==> src/rtl/lcd_up_pkg.sv <==
// Shared constants for the LCD up_ register interface: register map,
// STATUS bit positions and command FSM encoding.
package lcd_up_pkg;

    localparam int unsigned ADDR_CTRL   = 0;
    localparam int unsigned ADDR_STATUS = 1;
    localparam int unsigned ADDR_XY     = 2;
    localparam int unsigned ADDR_DIM    = 3;
    localparam int unsigned ADDR_COLOR  = 4;
    localparam int unsigned ADDR_COUNT  = 5;

    localparam int unsigned CTRL_START_BIT    = 0;
    localparam int unsigned STAT_INIT_DONE    = 3;
    localparam int unsigned STAT_PIX_DONE     = 4;
    localparam int unsigned STAT_BUSY         = 5;
    localparam int unsigned STAT_ERR          = 6;

    localparam logic [1:0] ST_IDLE  = 2'd0;
    localparam logic [1:0] ST_ISSUE = 2'd1;
    localparam logic [1:0] ST_WAIT  = 2'd2;

endpackage

==> src/rtl/lcd_up_regif.sv <==
// up_ bus register block that issues single-pixel draw commands to an
// external pixel core and tracks completion, errors and a pixel count.
module lcd_up_regif
    import lcd_up_pkg::*;
#(
    parameter int          ADDRESS_WIDTH = 12,
    parameter logic [15:0] LCD_W_P       = 16'd128,
    parameter logic [15:0] LCD_H_P       = 16'd128
) (
    input  logic                     up_clk,
    input  logic                     up_rstn,
    input  logic                     up_wreq,
    input  logic [ADDRESS_WIDTH-1:0] up_waddr,
    input  logic [31:0]              up_wdata,
    output logic                     up_wack,
    input  logic                     up_rreq,
    input  logic [ADDRESS_WIDTH-1:0] up_raddr,
    output logic [31:0]              up_rdata,
    output logic                     up_rack,
    input  logic                     init_done,
    output logic                     px_start,
    output logic [15:0]              px_x,
    output logic [15:0]              px_y,
    output logic [15:0]              px_color,
    input  logic                     px_done
);

    logic [1:0]  state;
    logic [15:0] x_reg;
    logic [15:0] y_reg;
    logic [15:0] color_reg;
    logic        pix_done_r;
    logic        err_r;
    logic [31:0] count_r;

    logic        wr_en;
    logic        start_wr;
    logic        busy;
    logic        xy_ok;
    logic [31:0] status_word;
    logic [31:0] rd_mux;

    // Handshake: a held request is accepted once, on the edge that raises the ack;
    // the ack cycle itself never accepts, so the initiator has one cycle to drop req.
    assign wr_en    = up_wreq & ~up_wack;
    assign start_wr = wr_en && (up_waddr == ADDRESS_WIDTH'(ADDR_CTRL))
                      && up_wdata[CTRL_START_BIT];
    assign busy     = (state != ST_IDLE);
    assign xy_ok    = (x_reg < LCD_W_P) && (y_reg < LCD_H_P);

    always_comb begin
        status_word                 = 32'd0;
        status_word[STAT_INIT_DONE] = init_done;
        status_word[STAT_PIX_DONE]  = pix_done_r;
        status_word[STAT_BUSY]      = busy;
        status_word[STAT_ERR]       = err_r;
    end

    always_comb begin
        rd_mux = 32'd0;
        case (up_raddr)
            ADDRESS_WIDTH'(ADDR_STATUS): rd_mux = status_word;
            ADDRESS_WIDTH'(ADDR_XY):     rd_mux = {x_reg, y_reg};
            ADDRESS_WIDTH'(ADDR_DIM):    rd_mux = {LCD_W_P, LCD_H_P};
            ADDRESS_WIDTH'(ADDR_COLOR):  rd_mux = {16'd0, color_reg};
            ADDRESS_WIDTH'(ADDR_COUNT):  rd_mux = count_r;
            default:                     rd_mux = 32'd0;
        endcase
    end

    always_ff @(posedge up_clk or negedge up_rstn) begin
        if (!up_rstn) begin
            up_wack   <= 1'b0;
            up_rack   <= 1'b0;
            up_rdata  <= 32'd0;
            x_reg     <= 16'd0;
            y_reg     <= 16'd0;
            color_reg <= 16'd0;
        end else begin
            up_wack <= up_wreq & ~up_wack;
            up_rack <= up_rreq & ~up_rack;
            // Refreshed every cycle rreq is high so STATUS can be polled without re-request.
            if (up_rreq) begin
                up_rdata <= rd_mux;
            end
            if (wr_en && (up_waddr == ADDRESS_WIDTH'(ADDR_XY))) begin
                x_reg <= up_wdata[31:16];
                y_reg <= up_wdata[15:0];
            end
            if (wr_en && (up_waddr == ADDRESS_WIDTH'(ADDR_COLOR))) begin
                color_reg <= up_wdata[15:0];
            end
        end
    end

    always_ff @(posedge up_clk or negedge up_rstn) begin
        if (!up_rstn) begin
            state      <= ST_IDLE;
            px_start   <= 1'b0;
            px_x       <= 16'd0;
            px_y       <= 16'd0;
            px_color   <= 16'd0;
            pix_done_r <= 1'b0;
            err_r      <= 1'b0;
            count_r    <= 32'd0;
        end else begin
            case (state)
                ST_IDLE: begin
                    px_x     <= x_reg;
                    px_y     <= y_reg;
                    px_color <= color_reg;
                    if (start_wr) begin
                        if (init_done && xy_ok) begin
                            state      <= ST_ISSUE;
                            px_start   <= 1'b1;
                            pix_done_r <= 1'b0;
                            err_r      <= 1'b0;
                        end else begin
                            // Rejected command still completes so pollers see PIX_DONE.
                            err_r      <= 1'b1;
                            pix_done_r <= 1'b1;
                        end
                    end
                end
                ST_ISSUE: begin
                    px_start <= 1'b0;
                    state    <= ST_WAIT;
                    if (start_wr) begin
                        err_r <= 1'b1;
                    end
                end
                ST_WAIT: begin
                    if (px_done) begin
                        state      <= ST_IDLE;
                        pix_done_r <= 1'b1;
                        count_r    <= count_r + 32'd1;
                    end
                    if (start_wr) begin
                        err_r <= 1'b1;
                    end
                end
                default: begin
                    state    <= ST_IDLE;
                    px_start <= 1'b0;
                end
            endcase
        end
    end

endmodule
==> config.mk <==
export PLATFORM = sky130hd
export DESIGN_NAME = lcd_up_regif
export DESIGN_NICKNAME = d
export VERILOG_FILES = /design/src/rtl/lcd_up_pkg.sv /design/src/rtl/lcd_up_regif.sv
export SDC_FILE = /design/constraint.sdc
export NUM_CORES = 1
export LEC_CHECK = 0
export CORE_MARGIN = 1.5
export CORE_UTILIZATION = 35
export DETAILED_ROUTE_END_ITERATION = 8
export HOLD_SLACK_MARGIN = 0.02
export PLACE_DENSITY_LB_ADDON = 0.15
export SETUP_SLACK_MARGIN = 0.02
export SLEW_MARGIN = 0
export SYNTH_ARGS = -nofsm -noshare
export SYNTH_HDL_FRONTEND = slang
export SYNTH_SLANG_ARGS = --single-unit
==> constraint.sdc <==
create_clock -name up_clk -period 2.1 [get_ports up_clk]
set_input_delay 0.42 -clock up_clk [delete_from_list [all_inputs] [get_ports up_clk]]
set_output_delay 0.42 -clock up_clk [all_outputs]
set_load 0.03 [all_outputs]
# --- Yosys cells after proc, flatten, opt, wreduce, memory -nomap -nowiden ---
# Index checks and enable logic that the tools add are counted.
totals:
  output_inout_bits: 83
  inputBits: 62
  register_bits: 167
op_classes:
  n_lt_le_gt_ge: 2
  n_eq_ne: 13
  mux: 14
  n_reduce_logical: 17
  n_bitwise: 5
  addsub: 1
op_table:
  columns: ["cell", "n"]
  rows:
  - ["$pmux W32 S5", 1]
  - ["$eq A12 B2 Y1 const B", 3]
  - ["$eq A12 B3 Y1 const B", 3]
  - ["$add A32 B1 Y32 const B", 1]
  - ["$lt A16 B8 Y1 const B", 2]
  - ["$eq A12 B1 Y1 const B", 1]
  - ["$logic_not A12 Y1", 1]
  - ["$reduce_and A3 Y1", 4]
  - ["$logic_and A1 B1 Y1", 6]
  - ["$mux W1", 6]
  - ["$mux W2", 3]
  - ["$ne A2 B2 Y1 const B", 3]
  - ["$pmux W1 S2", 3]
  - ["$pmux W2 S3", 1]
  - ["$reduce_bool A2 Y1", 3]
  - ["$not A1 Y1", 3]
  - ["$and A1 B1 Y1", 2]
  - ["$eq A2 B1 Y1 const B", 1]
  - ["$eq A2 B2 Y1 const B", 1]
  - ["$logic_not A2 Y1", 1]
  - ["$ne A2 B1 Y1 const B", 1]
  - ["$reduce_and A2 Y1", 1]
  - ["$reduce_or A2 Y1", 1]

# --- Longest topological paths before layout ---
depth:
  word_depth: 6
  mapped_depth: 7

# --- Least setup slack after synthesis ---
# OpenSTA, ideal clock, no wires.
synth_timing:
  path_type: "reg-to-reg"
  start: "register up_wack"
  end: "register state[1]"
  stages_incl_launch_ff: 6
  setup_time_ns: 0.069
  arrival_time_ns: 2.216
  slack_ns: -0.185
  cell_sequence: "dfrtp_1 or4b_1 or4_1 buf_2 or4_1 nand3_1"
synth_via:
  elab_chain_len: 6
synth_rtl:
  columns: ["item", "line", "text"]
  rows:
  - ["start: declaration", "lcd_up_regif.sv:15", "output logic up_wack,"]
  - ["start signal: assignment", "lcd_up_regif.sv:80", "up_wack <= up_wreq & ~up_wack;"]
  - ["$not A1 Y1", "lcd_up_regif.sv:45", "assign wr_en = up_wreq & ~up_wack;"]
  - ["$and A1 B1 Y1", "lcd_up_regif.sv:45", null]
  - ["$logic_and A1 B1 Y1", "lcd_up_regif.sv:46", "assign start_wr = wr_en && (up_waddr == ADDRESS_WIDTH'(ADDR_CTRL))"]
  - ["$logic_and A1 B1 Y1", "lcd_up_regif.sv:47", "&& up_wdata[CTRL_START_BIT];"]
  - ["$ne A2 B2 Y1 (no source line)", null, null]
  - ["$reduce_and A3 Y1 (no source line)", null, null]
  - ["end signal: assignment", "lcd_up_regif.sv:98", "state <= ST_IDLE;"]
  - ["end signal: assignment", "lcd_up_regif.sv:114", "state <= ST_ISSUE;"]
  - ["end signal: assignment", "lcd_up_regif.sv:127", "state <= ST_WAIT;"]
  - ["end: declaration", "lcd_up_regif.sv:28", "logic [1:0] state;"]
# Every way passes these cells.
# A chain may end at the register's enable or synchronous reset.

# --- Final worst setup path ---
layout_timing:
  start: "input port up_waddr[10]"
  end: "register state[1]"
layout_via:
  elab_chain_len: 5
layout_rtl:
  columns: ["item", "line", "text"]
  rows:
  - ["start: declaration", "lcd_up_regif.sv:13", "input logic [ADDRESS_WIDTH-1:0] up_waddr,"]
  - ["$logic_not A12 Y1", "lcd_up_regif.sv:46", null]
  - ["$logic_and A1 B1 Y1", "lcd_up_regif.sv:46", null]
  - ["$logic_and A1 B1 Y1", "lcd_up_regif.sv:47", null]
  - ["$ne A2 B2 Y1 (no source line)", null, null]
  - ["$reduce_and A3 Y1 (no source line)", null, null]
# Every way passes these cells.

==> impl_results.md <==
* Final wirelength at 19,290 um
* Total CTS buffers at 17
* Starting Density at 35.68%
* Violations in the final reports: negative setup slack
* H-Tree Depth at 4
* DR vias/cell at 5.108
* Worst-path fanout max at 2
* Count of unique library cells instantiated by Yosys at 51
* Syn Inst Count at 539
* Io pins at 145
* Initial antenna violation count at 1
* WHS at 297.6 ps
* Worst clock skew at 7.353 ps
* Max Fclk at 470.4 MHz
* Ratio of cells with drive above 1 in the final layout at 29.55%
* Max Used Layer: met5
* RR Endpoint: state[1]
* Max-cap viol count at 0
* Largest cells by area after synthesis: dfrtp_1 58%, mux2_2 17%, xnor2_1 3.3%
* Area occupied by multi-input gates at 3050 um2
* Synth-to-layout area growth at 39.86%
* Flops & latches, synth at 167
* WL met3 at 766 um
* CTS tree: done
* Synth area leader: dfrtp_1
* Post-synthesis sequential area ratio at 57.89%
* Wire length of the first global-routing pass at 30,950 um
* Met2 wire len at 9253 um
* Fin worst setup slack at -25.91 ps
* Largest net degree at the start of global routing at 72
* Final Power at 7600 uW
* Clock insertion delay at the later pin of the skew report at 420 ps
* ANT cells at 0
* Vias at 5,113
* VDD IR max at 0.5192 mV
* Main flop type after synthesis: dfrtp_1
* Cell Rows at 52
* CTS max path bufs at 2
* Final GP Congestion at 0.8576
* Fin nets at 784
* Mapped cell area at 7219 um2
* Overflow after GRT at 0
* Period utilization at 101.2%
* Length of routed wiring on met1 at 9116 um
* Reg2Reg Setup Slack at 10 ps
* Root Driver: clkbuf_16
* Worst Tran Pin Value at 477.7 ps
* Worst slew margin at 67.86%
* WP data arrival at 2480 ps
* Cell depth of the worst flop-to-flop path at 4
* DRT Pass-1 Iters at 4
* Die width at 146.6 um
* Top flop regs: count_r x32, up_rdata x32
* HPWL after DPL at 13,650 um
* Leak Pwr at 0.004709 uW
* Flip-flop and latch area at 4180 um2
* # setup viols final at 2
* Crit. Startpoint: up_waddr[10]
* Die ar. at 21,500 um2
* Gr usage total at 18.67%
* RSZ-0062 raised after global routing: true
* Filler cells at 1,780
* Top-area cell type share of the netlist area at 57.89%
* Overall die height at 146.6 um
* Post-synth ARST share at 100.0%
* EDFF count, synth at 0
* Max-slew violation count at 0
* PortBufs at 144
* Syn_area_per_cell at 13.39 um2
* Final Hold Viols at 0
* Crit path kind: in -> reg
* Fin crit period at 2126 ps
* Commonest cells after routing, fill and taps aside: 166 x dfrtp_1, 134 x clkdlybuf4s50_1, 109 x mux2_2
* Final Util at 49.90%
* Status: finished with violations
* Commonest non-fill, non-tap cell in the layout: dfrtp_1
* RR Startpoint: up_wack
* Iter 0 DRT Violations at 309
* Synth Net Count at 605
* Vias in the first global route at 5,567
* Worst hold path class: in -> reg
* P per Cell Area at 752.7 nW/um2
* Startpoint types: input port
* Core Region at 20,230 um2
* CP Capture Type: register
* DR WL/cell at 19.27 um
* Drc violations at 0
* Routed Antenna Nets at 0
* CP Capture Point: state[1]
* Synth warnings at 0
* WP data required at 2450 ps
* Reg clk slew, reported paths at 60 ps
* Clock Sinks at 167
area by class of cell:
class | instances | share of cell area, %
Clock inverter | 12 | 1.487
Clock buffer | 20 | 4.523
Tap cell | 270 | 3.346
Multi-Input combinational cell | 337 | 30.21
Sequential cell | 167 | 41.40
Inverter | 8 | 0.2974
Timing Repair Buffer | 187 | 18.74
metrics by stage:
step                setup TNS [ps]  cells  setup slack (ps)  cell area (um2)
global route                -89.11   1001            -46.87            10100
finish                      -29.83   1001            -25.91            10100
floorplan                   -16.38    539            -8.214             7300
CTS                              0   1000             34.17            10020
global placement            -27780    967            -518.6             9399
detailed placement          -30000    967            -538.8             9399
worst max-delay path, stage by stage:
cell and delay, ps:
clkdlybuf4s50_1 410, or4b_4 520, or4_4 520, or4_1 510, nand3_1 80
cells in the mapped netlist, types with 2 or more instances:
cell,n
or4_1,4
dfrtp_1,167
mux2_2,109
nand4_1,13
buf_1,9
nor2_1,10
o21ai_0,2
nand4b_1,2
nand3_1,18
a2bb2oi_1,4
inv_1,8
and3_1,6
nand2b_1,6
a32o_1,15
or2_2,2
nor4b_1,2
xor2_1,4
a22oi_1,11
clkbuf_1,16
mux2i_1,5
nor3_1,4
nand2_1,13
buf_2,3
nand3b_1,2
nor4_1,12
a21oi_1,3
or4_4,2
and2_1,2
o221ai_1,4
xnor2_1,27
ha_1,4
and4_1,4
nor2b_1,3
a21o_1,15
o2bb2ai_1,12
logic make-up after synthesis:
logic type      Yosys count  synth area share (%)
fa+ha+maj                 4                0.6933
simple gates            113                 9.602
buf+inv                  36                 1.924
xor+xnor                 31                 3.761
compound gates           74                 8.440
mux                     114                 17.70
flops                   167                 57.89
report_power, final:
| part | internal, uW | switching, uW | leakage (uW) | total, uW |
|---|---|---|---|---|
| clock network | 1930 | 1270 | 0.000292 | 3200 |
| registers | 3290 | 98.9 | 0.00230 | 3390 |
| logic | 482 | 530 | 0.00211 | 1010 |
| total | 5700 | 1900 | 0.00471 | 7600 |
per-layer routing:
metal	global-route usage, %	vias up
li1	-	2371
met1	25.66	2625
met2	29.48	105
met3	4.594	10
met4	4.899	2
met5	0	-
how the worst min path moves through the flow:
stage	from	endpoint	slack (ps)	cells after the start
2_1_floorplan	up_rstn	color_reg[0]	120	0
3_3_place_gp	up_rstn	px_x[1]	330	1
3_5_place_dp	up_rstn	px_x[2]	330	1
4_1_cts	up_rstn	px_x[2]	440	2
5_1_grt	up_wreq	up_wack	270	2
6_report	up_wreq	up_wack	300	2
what timing repair did:
item	4_1_cts	5_1_grt
gates resized for setup	7	14
setup endpoints to repair	10	45
endpoints found under the hold margin	28	0
gates cloned	1	0
pin swaps	4	7
buffers inserted	0	1
hold buffers	1	0
(Power assumes the default switching activity.)
